[src/rtl/reg_file.sv]
// Integer register file: 32 x XLEN, two combinational read ports with write-through
// bypass, one synchronous write port, and a load-busy scoreboard for load-use stalls.
module reg_file #(
  parameter int unsigned XLEN  = 32,
  parameter int unsigned NREGS = 32
) (
  input  logic            clk,
  input  logic            rst,
  input  logic [4:0]      raddr1,
  input  logic [4:0]      raddr2,
  output logic [XLEN-1:0] rdata1,
  output logic [XLEN-1:0] rdata2,
  input  logic            reg_wr,
  input  logic [4:0]      waddr,
  input  logic [XLEN-1:0] wdata,
  input  logic            issue_load,
  input  logic [4:0]      issue_rd,
  input  logic            kill_load,
  input  logic [4:0]      kill_rd,
  output logic            load_use_stall
);

  localparam int unsigned AW = 5;

  // x0 is not stored; index 0 of the array does not exist.
  logic [XLEN-1:0]  regs_q [1:NREGS-1];
  logic [NREGS-1:1] busy_q, busy_d;
  logic [NREGS-1:0] busy_vec;

  logic             wr_en;
  logic             byp1, byp2;
  logic             hit1, hit2;

  assign wr_en    = reg_wr && (waddr != '0);
  assign busy_vec = {busy_q, 1'b0};

  // Bypass only matters for non-zero addresses, which wr_en already guarantees.
  assign byp1 = wr_en && (waddr == raddr1);
  assign byp2 = wr_en && (waddr == raddr2);

  // Read port 1
  always_comb begin
    rdata1 = '0;
    if (raddr1 != '0) begin
      if (byp1) begin
        rdata1 = wdata;
      end else begin
        rdata1 = regs_q[raddr1];
      end
    end
  end

  // Read port 2
  always_comb begin
    rdata2 = '0;
    if (raddr2 != '0) begin
      if (byp2) begin
        rdata2 = wdata;
      end else begin
        rdata2 = regs_q[raddr2];
      end
    end
  end

  // Write port
  always_ff @(posedge clk or posedge rst) begin
    if (rst) begin
      for (int unsigned r = 1; r < NREGS; r++) begin
        regs_q[r] <= '0;
      end
    end else if (wr_en) begin
      regs_q[waddr] <= wdata;
    end
  end

  // Scoreboard next state: a new issue is younger than any writeback or kill.
  always_comb begin
    busy_d = busy_q;
    for (int unsigned r = 1; r < NREGS; r++) begin
      if (issue_load && (issue_rd == AW'(r))) begin
        busy_d[r] = 1'b1;
      end else if (reg_wr && (waddr == AW'(r))) begin
        busy_d[r] = 1'b0;
      end else if (kill_load && (kill_rd == AW'(r))) begin
        busy_d[r] = 1'b0;
      end
    end
  end

  always_ff @(posedge clk or posedge rst) begin
    if (rst) begin
      busy_q <= '0;
    end else begin
      busy_q <= busy_d;
    end
  end

  // A register being written this cycle is served by the bypass, so it does not stall.
  assign hit1 = busy_vec[raddr1] && !(reg_wr && (waddr == raddr1));
  assign hit2 = busy_vec[raddr2] && !(reg_wr && (waddr == raddr2));

  assign load_use_stall = hit1 || hit2;

endmodule

[config.mk]
export PLATFORM = sky130hd
export DESIGN_NAME = reg_file
export DESIGN_NICKNAME = d
export VERILOG_FILES = /design/src/rtl/reg_file.sv
export SDC_FILE = /design/constraint.sdc
export NUM_CORES = 2
export LEC_CHECK = 0
export CORE_MARGIN = 1.5
export CORE_UTILIZATION = 60
export CTS_CLUSTER_SIZE = 40
export DETAILED_ROUTE_END_ITERATION = 8
export PLACE_DENSITY = 0.88
export SYNTH_ARGS = -nofsm -noshare
export SYNTH_HDL_FRONTEND = slang
export SYNTH_SLANG_ARGS = --single-unit
[constraint.sdc]
create_clock -name clk -period 46.1 [get_ports clk]
set_input_delay 11.525 -clock clk [delete_from_list [all_inputs] [get_ports clk]]
set_output_delay 11.525 -clock clk [all_outputs]
set_load 0.005 [all_outputs]
==> impl_metrics.yaml <==
cts:
  ctsRootBufferMaster: "clkbuf_16"
  clk_latency_ps: 670
  clock_sinks: 1023
  cts-hold-fix-buffers: 0
  tritoncts: "built"
  cts_max_path_buffers: 3
  cts_max_level: 3
  ctsResizeCount: 0
  cts_setup_buffers: 0
  clkTransAtPathRegs_ps: 60
  cts_buffers: 102
power_and_ir_drop:
  irDropWorstVdd_mv: 0.0320
  p_per_area_mw_per_mm2: 43.6
  p_leak_nw: 26.0
setup_path:
  arrival_ps: 16090
  crit_path_start_kind: "input pin"
  path_cells: "buf_8 -> buf_4 -> buf_4 -> xor2_1 -> nor4_2 -> nand4_1 -> buf_4 -> and4_1 -> a221oi_1 -> clkdlybuf4s50_1"
  path_depth: 10
  critPathLaunch: "raddr2[1]"
  crit_type: "input pin to output pin"
  slowest_delay_ps: 830
  regToRegSetupSlack_ps: 45260
  r2r_cells: 1
  worstPathRequired_ps: 34580
  endpoint: "rdata2[30]"
  crit_family: "buffers and inverters"
  worstPathMaxFanout: 52
  slowest_stage: "buf_4"
  cp-end-kind: "output pin"
  path_buf_inv: 5
  path_common_cell: "buf_4"
  regToRegStartpoint: "regs_q[975]$_DFFE_PP0P_"
  rr_endpoint: "regs_q[975]$_DFFE_PP0P_"
yosys:
  ys_types: 57
  syn-num-nets: 3914
  ys.flop_type: "dfrtp_1"
  syn_area_mm2: 0.0553
  synth_edf_count: 0
  synth_cells: 3852
  async_flop_share: 1.00
  ys_warn_count: 0
  ys_seq_area_frac: 0.463
  ys_ff_latch: 1023
  synthesis.area_per_instance_um2: 14.4
global_route:
  grt_use_total: 0.357
  grt_overflow_total: 0
  grt_max_degree: 168
  grt_pass1_wl_um: 250000
  antenna_found_initial: 5
  grt_pass1_vias: 39300
sta:
  final_hold_viol_count: 0
  slew_headroom: 0.0761
  finalCritPeriodShare: 0.599
  timing.final.ws_setup_ps: 18480
  drv_slew: 0
  tns_ps: 0
  finalSetupViolCount: 0
  worst_slew_pin_slew_ps: 1380
  rsz0062_at_grt: "false"
  fin_crit_ps: 27620
  clock.fmax_mhz: 36.2
  skew_ps: 0
floorplanning:
  chipHeight_um: 307
  dieArea_mm2: 0.0940
  core_area_mm2: 0.0915
  start_util: 0.604
  die_w_um: 307
  io_pins: 127
  num_rows: 111
cells_and_area:
  drive_above_1_share: 0.465
  fillCellCount: 5733
  multi_input_area_mm2: 0.0280
  num-nets-final: 3834
  regArea_mm2: 0.0256
  final_util: 0.664
  syn2layout_area_growth_pct: 9.90
routing:
  post_drt_wl_per_cell_um: 33.3
  firstDrtPassIters: 8
  avgViaCountPerCell: 7.65
  via_count: 38600
  drtIter0Drc: 5531
  drt_wl_total_um: 168000
  drc: 0
  antenna_left: 0
placement:
  io_buffers: 126
  post-place-ws_ps: 18630
  hpwl_um: 91700
  finalWeightedCongestion: 0.915
hold_path:
  hold_class: "flip-flop to flip-flop"
run_status:
  status: "finished clean"
job:
  maxCapViolCount: 0
## flip-flops by register name (all words and copies together), names as in the netlist
name / cells
regs_q: 992
busy_q: 31
## cells in the final DEF (no fill, tap or decap), types with 4 or more instances in the layout
cell / instances
xor2_1: 8
a22o_1: 41
o2bb2ai_1: 6
nand2_2: 8
o22a_1: 31
a221oi_1: 150
clkdlybuf4s50_1: 118
a22oi_1: 26
nand3_1: 23
a21oi_1: 44
a41oi_1: 17
mux4_2: 398
o21ai_0: 32
nor2b_4: 5
buf_8: 4
a32o_1: 8
clkbuf_16: 103
nand4_1: 5
nor2b_1: 13
dfrtp_1: 1023
buf_12: 4
clkinv_2: 20
clkbuf_1: 23
a31oi_1: 39
nand2_1: 49
nor3b_1: 6
mux2i_1: 180
o211ai_1: 35
clkbuf_8: 24
mux2_2: 1060
nor2_1: 131
inv_1: 4
nor2_4: 12
bufinv_16: 11
nand2b_1: 13
nand2b_2: 4
buf_4: 107
nor3_1: 12
## per-layer routing
metal  vias to the layer above  global-route usage  wire, um
li1                      14800                   -         -
met1                     19900               0.459     58500
met2                      3023               0.536     75800
met3                       797               0.111     21900
met4                         8               0.216     11500
met5                         -                   0        53
## tightest hold or removal path: cells and delay by family (launching register included)
family	cells	cell delay (ps)
flops	1	360
compound gates	1	60
simple gates	1	50
## final cells by class
class | count | share of cell area
Inverter | 6 | 0.000494
Multi-Input combinational cell | 2404 | 0.460
Clock inverter | 40 | 0.00898
Antenna cell | 1 | 0.0000412
Clock buffer | 150 | 0.0493
Sequential cell | 1023 | 0.421
Tap cell | 1186 | 0.0244
Timing Repair Buffer | 235 | 0.0351
## through the flow
stage                     hold slack, ps  total power [mW]  instances  area, um^2
after detailed placement             487              1.76       4854       57200
after floorplan                      460              1.60       3852       55300
after global routing                 537              2.73       5045       60800
after CTS                            499              2.64       5044       60800
after global placement               481              1.72       4854       57200
final                                508              2.65       5045       60800
## how the worst min path moves through the flow
stage                      startpoint                endpoint  slack (ps)  depth (start not counted)
3_5_place_dp   busy_q[13]$_DFFE_PP0P_  busy_q[13]$_DFFE_PP0P_         490                          2
5_1_grt        regs_q[62]$_DFFE_PP0P_  regs_q[62]$_DFFE_PP0P_         540                          1
4_1_cts        busy_q[13]$_DFFE_PP0P_  busy_q[13]$_DFFE_PP0P_         500                          2
6_report       busy_q[13]$_DFFE_PP0P_  busy_q[13]$_DFFE_PP0P_         510                          2
2_1_floorplan  busy_q[14]$_DFFE_PP0P_  busy_q[14]$_DFFE_PP0P_         460                          2
3_3_place_gp   busy_q[13]$_DFFE_PP0P_  busy_q[13]$_DFFE_PP0P_         480                          2
## cells in the mapped netlist (39+ instances only)
cell type	count	area share
a21oi_1	44	0.0040
a221oi_1	150	0.024
a22o_1	41	0.0065
a31oi_1	39	0.0044
buf_2	134	0.012
clkbuf_1	220	0.015
dfrtp_1	1023	0.46
mux2_2	1060	0.22
mux2i_1	180	0.033
mux4_2	398	0.16
nand2_1	57	0.0039
nor2_1	143	0.0097
## cells by family after synthesis
group                     after synthesis  synth area share
AOI/OAI and AO/OA                     442            0.0619
xor gates and xnor gates               10           0.00158
buffers and inverters                 425            0.0352
DFF                                  1023             0.463
muxes                                1641             0.412
and+or+nand+nor                       311            0.0262
## power breakdown
part,internal (mW),switching (mW)
combinational,0.331,0.226
clock,0.513,0.368
sequential,1.08,0.139
No activity file was read; power rests on OpenSTA's default activity.
